<file path="src/rtl/alu_src_arbiter.sv">
// alu_src_arbiter
//   Arbitrates eight WIDTH-bit sources (A=0 .. H=7) onto one registered
//   output word with valid/ready handshaking. A source is granted by
//   capturing its data into out_data. The granted source sees a one-cycle
//   ack pulse, and sel reports its index to the downstream 8-to-1 mux.
//   The arbitration is round-robin by default.
//   Define ALU_SRC_ARBITER_FIXED_PRI_EN to build fixed priority instead.
//   In that build the lowest eligible index wins and there is no rotating
//   pointer.
//
// Ports
//   clk        in   clock, all state on rising edge
//   rst        in   asynchronous active-high reset
//   req[7:0]   in   request per source
//   din        in   8*WIDTH source data, source i at din[i*WIDTH +: WIDTH]
//   ack[7:0]   out  one-hot one-cycle pulse, source i captured
//   sel[2:0]   out  index of the last captured source
//   out_valid  out  out_data holds an unconsumed word
//   out_data   out  captured word
//   out_ready  in   consumer accepts out_data this cycle

module alu_src_arbiter #(
  parameter int WIDTH = 32
) (
  input  logic               clk,
  input  logic               rst,
  input  logic [7:0]         req,
  input  logic [8*WIDTH-1:0] din,
  output logic [7:0]         ack,
  output logic [2:0]         sel,
  output logic               out_valid,
  output logic [WIDTH-1:0]   out_data,
  input  logic               out_ready
);

  typedef enum logic {
    EMPTY = 1'b0,
    FULL  = 1'b1
  } state_t;

  state_t             state_r, state_s;
  logic [7:0]         ack_r, ack_s;
  logic [2:0]         sel_r, sel_s;
  logic [WIDTH-1:0]   data_r, data_s;
  logic [7:0]         elig_s;
  logic [2:0]         base_s;
  logic [2:0]         scan_idx_s;
  logic [2:0]         win_s;
  logic               found_s;
  logic               capture_s;
  logic [WIDTH-1:0]   src_s [8];

  // Split the flat data bus into one slice per source.
  for (genvar g = 0; g < 8; g++) begin : g_src
    assign src_s[g] = din[g*WIDTH +: WIDTH];
  end

  // A source whose ack is high this cycle cannot be granted again.
  // This keeps a held request from being captured twice.
  assign elig_s = req & ~ack_r;

`ifdef ALU_SRC_ARBITER_FIXED_PRI_EN
  // The scan always starts at source A, so the lowest index wins.
  assign base_s = 3'd0;
`else
  logic [2:0] ptr_r, ptr_s;

  assign base_s = ptr_r;

  // The pointer moves past the winner only when a capture happens.
  always_comb begin
    ptr_s = ptr_r;
    if (capture_s) begin
      ptr_s = win_s + 3'd1;
    end else begin
      ptr_s = ptr_r;
    end
  end

  // Round-robin pointer register.
  always_ff @(posedge clk or posedge rst) begin
    if (rst) begin
      ptr_r <= 3'd0;
    end else begin
      ptr_r <= ptr_s;
    end
  end
`endif

  // Find the first eligible source, scanning upward from base_s.
  // The 3-bit index add wraps from 7 back to 0.
  always_comb begin
    found_s    = 1'b0;
    win_s      = 3'd0;
    scan_idx_s = 3'd0;
    for (int k = 0; k < 8; k++) begin
      scan_idx_s = base_s + k[2:0];
      if (!found_s && elig_s[scan_idx_s]) begin
        found_s = 1'b1;
        win_s   = scan_idx_s;
      end else begin
        found_s = found_s;
      end
    end
  end

  // A new word may enter when the slot is empty or is being drained now.
  assign capture_s = found_s && ((state_r == EMPTY) || out_ready);

  // FSM next state and the captured-word / ack datapath.
  always_comb begin
    state_s = state_r;
    ack_s   = 8'd0;
    sel_s   = sel_r;
    data_s  = data_r;
    case (state_r)
      EMPTY: begin
        if (capture_s) begin
          state_s = FULL;
        end else begin
          state_s = EMPTY;
        end
      end
      FULL: begin
        if (capture_s) begin
          state_s = FULL;
        end else if (out_ready) begin
          state_s = EMPTY;
        end else begin
          state_s = FULL;
        end
      end
      default: begin
        state_s = EMPTY;
      end
    endcase
    if (capture_s) begin
      ack_s  = 8'd1 << win_s;
      sel_s  = win_s;
      data_s = src_s[win_s];
    end else begin
      ack_s  = 8'd0;
    end
  end

  // FSM state register and registered outputs.
  always_ff @(posedge clk or posedge rst) begin
    if (rst) begin
      state_r <= EMPTY;
      ack_r   <= 8'd0;
      sel_r   <= 3'd0;
      data_r  <= '0;
    end else begin
      state_r <= state_s;
      ack_r   <= ack_s;
      sel_r   <= sel_s;
      data_r  <= data_s;
    end
  end

  assign ack       = ack_r;
  assign sel       = sel_r;
  assign out_data  = data_r;
  assign out_valid = (state_r == FULL);

endmodule

</file>
<file path="config.mk">
export PLATFORM = sky130hd
export DESIGN_NAME = alu_src_arbiter
export DESIGN_NICKNAME = d
export VERILOG_FILES = /design/src/rtl/alu_src_arbiter.sv
export SDC_FILE = /design/constraint.sdc
export NUM_CORES = 1
export LEC_CHECK = 0
export ABC_CLOCK_PERIOD_IN_PS = 3690
export CORE_MARGIN = 2
export CORE_UTILIZATION = 36
export CTS_CLUSTER_SIZE = 8
export DETAILED_ROUTE_END_ITERATION = 6
export PLACE_DENSITY_LB_ADDON = 0.05
export SYNTH_ARGS = -nofsm -noshare
export SYNTH_HDL_FRONTEND = slang
export SYNTH_SLANG_ARGS = --single-unit
</file>
<file path="constraint.sdc">
create_clock -name clk -period 3.69 [get_ports clk]
set_clock_uncertainty 0.1 [all_clocks]
set_input_delay 0.738 -clock clk [delete_from_list [all_inputs] [get_ports clk]]
set_output_delay 0.738 -clock clk [all_outputs]
set_load 0.03 [all_outputs]
</file>
==> flow_summary_export.csv, run 1 <==
group,metric,value,unit
outcome,outcome,"complete, but fails checks",
outcome,violations,"negative setup slack",
yosys,post_synth_inst_count,609,
cts,cts_tree,"built",
worst_setup_path,critPathCaptureType,"flop",
yosys,netlist.area_leader.share,0.2172,
timing,timing_max_transition_violations_final,0,
yosys,synth_fa_ha_area_frac,0.009244,
worst_setup_path,crit_cells,14,
cts,clock_tree.root_cell,"clkbuf_16",
cts,postCtsHoldBufs,0,
final_layout,antenna_cells,0,
timing,timing.slew.headroom,0.5563,
timing,final-setup-viol-count,26,
cts,cts_htree_levels,2,
cts,worst_skew_late_latency,290,ps
floorplan,core_area,0.01459,mm2
drt,routedWlPerCell,20.33,um
yosys,synth_top_area_cells,"dfrtp_1 22%, mux2i_1 19%, mux2_2 8.5%",
worst_setup_path,critPathLaunch,"req[5]",
worst_setup_path,timing.rr.start,"base_s[0]",
floorplan,row_count,44,
yosys,dominant_register_cell_in_the_synthesized_netlist,"dfrtp_1",
cts,clock_sinks,47,
grt,grt-ovfl-total,0,
place,dpl.hpwl,17380,um
place,gpl.final_weighted_congestion,0.8631,
worst_setup_path,timing_endpoint_of_the_critical_path,"out_data[6]",
timing,max_clock_freq,267.3,MHz
worst_setup_path,path_max_fanout,6,
worst_setup_path,worstReg2RegEnd,"out_data[6]",
grt,grt_first_pass_wirelength,35550,um
floorplan,die_width,126.6,um
floorplan,initial_utilization,0.3711,
grt,antenna_found_initial,0,
grt,groute.usage.overall,0.2741,
worst_setup_path,timing.reg2reg.setup_slack,-40,ps
worst_setup_path,critical_path.cell_chain,"buf_2 -> nor2b_4 -> mux2_4 -> mux4_2 -> or4_4 -> buf_6 -> a2bb2oi_4 -> o22ai_4 -> buf_12 -> buf_16 -> clkbuf_16 -> mux2i_1 -> mux2_4 -> o32ai_2",
drt,route.detailed.drc,0,
final_layout,final_net_count,1266,
worst_setup_path,path_buf_inv,5,
yosys,synth.mux.area_fraction,0.3173,
drt,route.detailed.vias_per_inst,5.650,
yosys,synth-xor-area-share,0.006471,
worst_setup_path,critical-path-max-stage-delay,570,ps
place,port_buffers,310,
cts,clock_tree.buffer_depth,2,
drt,routed_wirelength,23990,um
yosys,synth_top_family_by_area,"multiplexers",
yosys,syn-cell-area,0.005414,mm2
place,dpl-instance-area,0.009407,mm2
floorplan,die_height,126.6,um
drt,detailedRoute.firstIterationViolations,224,
final_layout,layout-drive-gt1-share,0.2892,
timing,report.final.hold_viol_count,0,
final_layout,post_layout_inst_area,0.01073,mm2
final_layout,fillers,1025,
worst_setup_path,slowest_stage,"or4_4",
timing,final.period_utilization,1.014,
worst_hold_path,worst_hold_path_type,"reg2reg",
job,maxCapViolCount,0,
worst_setup_path,setup.worst_path.class,"in2reg",
yosys,synth.largest_area_cell,"dfrtp_1",
yosys,syn-mean-instance-area,8.890,um2
place,placed_cells_incl_taps,1138,
drt,drt_pass1_iterations,5,
drt,postRouteAntennaNets,0,
yosys,synth-seq-area-share,0.2172,
worst_setup_path,cp.required,3760,ps
yosys,yosys_register_bits,47,
timing,setup_repair_after_global_routing_missed_its_margin,"yes",
yosys,synthTopCellsByCount,"103 x mux2i_1, 50 x nand2_1, 47 x dfrtp_1, 41 x mux2_2, 37 x inv_1",
grt,via_count_of_the_first_global_routing_pass,6827,
final_layout,finish.cell_count_without_fillers,1180,
floorplan,ios,311,
worst_setup_path,worst_ep_arrival_time,3810,ps
timing,final_period_minus_worst_setup_slack,3742,ps
worst_setup_path,crit_path_frequent_cell,"mux2_4",
floorplan,design.die.area,0.01604,mm2
yosys,synth-simple-area-share,0.1384,
cts,cts_buffers,5,
timing,setup_slack,-51.70,ps
yosys,synth_compound_gate_area_share,0.2135,
timing,max_slew.worst_pin.slew,664.6,ps
yosys,synth_nets,880,
worst_setup_path,path_delay_family,"multiplexers",
yosys,synth_enable_flop_cells,0,
yosys,yosys.cell_count.top_type,"mux2i_1",
worst_setup_path,critical_path.startpoint_type,"input pin",
worst_setup_path,timing.reg2reg.worst_path_depth,14,
yosys,synth.yosys.warnings,0,
final_layout,area_growth,98.27,%
yosys,synthArstFlopShare,1.000,
cts,worst_setup_hold_path_clk_slew,70,ps
grt,grt_start_max_net_pins,39,
drt,route.vias.total,6667,
yosys,ys_types,61,
[through the flow]
stage | setup slack (ps) | hold WS (ps) | TNS [ps] | util
6_report | -51.70 | 401.5 | -633.1 | 0.7358
2_1_floorplan | -158.2 | 550.2 | -158.2 | -
3_5_place_dp | -708.8 | 380.3 | -25870 | 0.6448
4_1_cts | -58.27 | 399.1 | -311.6 | 0.6986
3_3_place_gp | -621.7 | 370.1 | -24110 | 0.6448
5_1_grt | -164.7 | 452.3 | -4060 | 0.7358
[state kept, by name, summed over array words and instances (netlist names)]
signal,cells
out_data,32
base_s,3
ack,8
sel,3
out_valid,1
[worst min-delay path: cells and delay by family, from the launching register on]
family	cells	cell delay, ps
and+or+nand+nor	2	120
DFF	1	360
[layer usage]
layer  global-route usage  part of all wire  wire length [um]
met1               0.3297              0.39              9446
met2               0.4961              0.51             12290
met3              0.04386             0.065              1564
met4              0.09114             0.029               690
met5                    0                 0                 0
[area by class of cell]
type	count	area [um2]	area share
Clock buffer	5	125.1	0.01166
Clock inverter	3	23.77	0.002215
Inverter	39	153.9	0.01434
Multi-Input combinational cell	470	4360	0.4062
Sequential cell	47	1177	0.1097
Tap cell	184	230.2	0.02145
Timing Repair Buffer	432	4663	0.4344
[logic make-up (layout without fill, tap and decap cells)]
logic type,after synthesis,count (layout)
AO/OA/AOI/OAI,167,167
buffers and inverters,92,479
AND/OR/NAND/NOR,139,139
multiplexers,156,156
adder cells (fa/ha/maj),4,4
XOR/XNOR,4,4
flip-flops,47,47
[how the worst min path moves through the flow]
stage	start	to	slack [ps]	cells after the start
5_1_grt	sel[0]	sel[0]	450	1
2_1_floorplan	sel[2]	sel[2]	550	2
3_3_place_gp	sel[2]	sel[2]	370	2
3_5_place_dp	sel[2]	sel[2]	380	2
4_1_cts	sel[2]	sel[2]	400	2
6_report	sel[2]	sel[2]	400	2
[timing repair]
action	4_1_cts	5_1_grt
resized for setup	104	58
buffers inserted	11	6
gates cloned	7	10
pin swaps	27	27
endpoints found under the setup margin	46	39
[layout by cell type (no fill, tap or decap), drive strengths merged, types with 3 or more instances in the layout]
master,n
nor4bb,4
nor4,5
o21ai,39
nor4b,3
o31ai,4
clkdlybuf4s50,302
mux2i,103
ha,4
o32ai,32
and3,33
o211ai,6
clkbuf,15
a211oi,32
a21oi,35
nand2b,4
mux4,8
nor2b,7
nand3,5
nor2,12
dfrtp,47
mux2,45
nor3,5
nand2,50
buf,119
inv,40
Power of run 1 is not shown: default switching activity piles up to over one toggle a cycle in this logic, so the estimate is an artifact.
==> run 2: changes to the inputs <==
Settings changed: CTS_CLUSTER_DIAMETER set to 200, PLACE_DENSITY set to 0.83, PLACE_DENSITY_LB_ADDON 0.05 to unset.
==> flow_summary_export.csv, run 2 (synthesis gave the netlist of run 1 again) <==
group,metric,value,unit
drt,route.met3.wl,1501,um
timing,setup_slack,-89.01,ps
place,port_buffers,310,
timing,hold-worst-slack,375.1,ps
place,dpl.hpwl,17170,um
cts,clock_tree.buffer_depth,2,
worst_setup_path,critical_path.startpoint_type,"flop",
drt,routed_wirelength,25070,um
drt,route.detailed.drc,0,
final_layout,finish.cell_count_without_fillers,1185,
worst_setup_path,worst_ep_arrival_time,3880,ps
final_layout,post_layout_inst_area,0.01075,mm2
grt,antenna_found_initial,1,
worst_setup_path,crit_path_frequent_cell,"buf_12",
grt,grt_first_pass_wirelength,35820,um
timing,setup_repair_after_global_routing_missed_its_margin,"yes",
drt,detailedRoute.firstIterationViolations,426,
cts,postCtsHoldBufs,0,
worst_setup_path,path_delay_family,"simple AND/OR/NAND/NOR gates",
place,gpl.final_weighted_congestion,0.8866,
timing,timing.slew.headroom,0.6465,
drt,route.detailed.vias_per_inst,5.636,
timing,report.final.hold_viol_count,0,
timing,final-setup-viol-count,34,
cts,clock_sinks,47,
timing,final.period_utilization,1.024,
cts,cts_tree,"built",
final_layout,most_common_cell_after_layout_fill_and_taps_aside,"clkdlybuf4s50_1",
timing,timing_max_transition_violations_final,0,
grt,grt-ovfl-total,0,
drt,route.met2.wl,13100,um
timing,max_slew.worst_pin.slew,530.3,ps
job,maxCapViolCount,0,
outcome,outcome,"complete, but fails checks",
place,dpl-instance-area,0.009304,mm2
drt,drt_pass1_iterations,5,
cts,worst_skew_late_latency,300,ps
grt,grt_start_max_net_pins,41,
final_layout,layout-drive-gt1-share,0.2860,
final_layout,most-common-layout-cells,"302 x clkdlybuf4s50_1, 97 x mux2i_1, 73 x buf_4",
cts,worst_setup_hold_path_clk_slew,70,ps
floorplan,die_width,126.6,um
final_layout,seq_area,0.001177,mm2
cts,cts_htree_levels,2,
drt,m1WireLength,9352,um
drt,routedWlPerCell,21.16,um
worst_setup_path,cp.required,3790,ps
floorplan,ios,311,
final_layout,fillers,1032,
worst_hold_path,worst_hold_path_type,"reg2reg",
drt,postRouteAntennaNets,0,
final_layout,area_growth,98.57,%
floorplan,core_area,0.01459,mm2
floorplan,initial_utilization,0.3711,
worst_setup_path,critPathCaptureType,"flop",
worst_setup_path,critical-path-max-stage-delay,630,ps
final_layout,footprint_of_the_multi_input_gates,0.004305,mm2
worst_setup_path,path_buf_inv,4,
worst_setup_path,critical_path.cell_chain,"buf_12 -> nand3b_1 -> a21bo_4 -> mux4_2 -> or4_4 -> buf_12 -> buf_6 -> nor3_2 -> o211ai_1 -> and2_4 -> bufbuf_16 -> mux2_2 -> o32ai_1",
final_layout,largest_register_ff_count,32,
outcome,violations,"negative setup slack",
grt,via_count_of_the_first_global_routing_pass,6828,
floorplan,design.die.area,0.01604,mm2
timing,max_clock_freq,264.6,MHz
drt,route.vias.total,6679,
floorplan,die_height,126.6,um
place,pre_cts_slack,-605.9,ps
worst_setup_path,setup.worst_path.class,"reg2reg",
floorplan,row_count,44,
drt,highest_layer,"met4",
worst_setup_path,slowest_stage,"or4_4",
cts,clock_tree.root_cell,"clkbuf_16",
cts,cts_buffers,5,
place,placed_cells_incl_taps,1131,
worst_setup_path,path_max_fanout,8,
timing,final_period_minus_worst_setup_slack,3779,ps
final_layout,final_net_count,1270,
grt,groute.usage.overall,0.2826,
## run 2: cell types whose count changed in the layout (fill, tap and decap cells not counted), moves of 6 or more
| cell | previous run | this run |
|---|---|---|
| o32ai_1 | 3 | 13 |
| o21ai_1 | 20 | 10 |
| mux2_2 | 24 | 31 |
| mux2_4 | 21 | 14 |
| a211oi_1 | 8 | 15 |
| o32ai_2 | 29 | 19 |
| clkbuf_16 | 15 | 9 |
| a211oi_2 | 24 | 16 |
| o21ai_0 | 15 | 25 |
## run 2: repair_timing
item | in CTS | in global routing
gates resized for setup | 82 | 67
endpoints found under the setup margin | 43 | 40
setup buffers | 22 | 8
pin swaps | 20 | 15
cloned | 14 | 4
## run 2: layer usage
| layer | vias to the layer above | GRT usage |
|---|---|---|
| met5 | - | 0 |
| met2 | 320 | 0.5055 |
| met3 | 74 | 0.05820 |
| li1 | 3092 | - |
| met4 | 0 | 0.1267 |
| met1 | 3193 | 0.3234 |
## run 2: cell type report
type | instances | share of cell area
Clock buffer | 6 | 0.01292
Multi-Input combinational cell | 471 | 0.4005
Tap cell | 184 | 0.02142
Clock inverter | 2 | 0.003259
Timing Repair Buffer | 434 | 0.4373
Sequential cell | 47 | 0.1095
Inverter | 39 | 0.01455
Antenna cell | 1 | 0.0002328
Timing Repair inverter | 1 | 0.0003492
## run 2: final timing paths
check	cells after the start	slack, ps	from	to
max	13	-90	base_s[0]	out_data[9]
min in group asynchronous	2	620	rst	out_data[26]
min	2	380	sel[2]	sel[2]
max reg2reg	13	-90	base_s[0]	out_data[9]
min reg2reg	2	380	sel[2]	sel[2]
max in group asynchronous	3	2020	rst	base_s[0]
## run 2: worst reg2reg max path: cells and delay by family, from the launching register on
| family | cells | cell delay, ps |
|---|---|---|
| AOI/OAI and AO/OA | 3 | 520 |
| DFF | 1 | 470 |
| buffers and inverters | 4 | 750 |
| and+or+nand+nor | 4 | 1080 |
| muxes | 2 | 760 |
## run 2: per-stage QoR
stage / setup TNS [ps] / utilization
after floorplan: -158.2 / -
after global placement: -20910 / 0.6377
after detailed placement: -22010 / 0.6377
after CTS: -852.4 / 0.7065
after global routing: -6618 / 0.7369
final: -1576 / 0.7369
Power of run 2 is left out for the same reason.
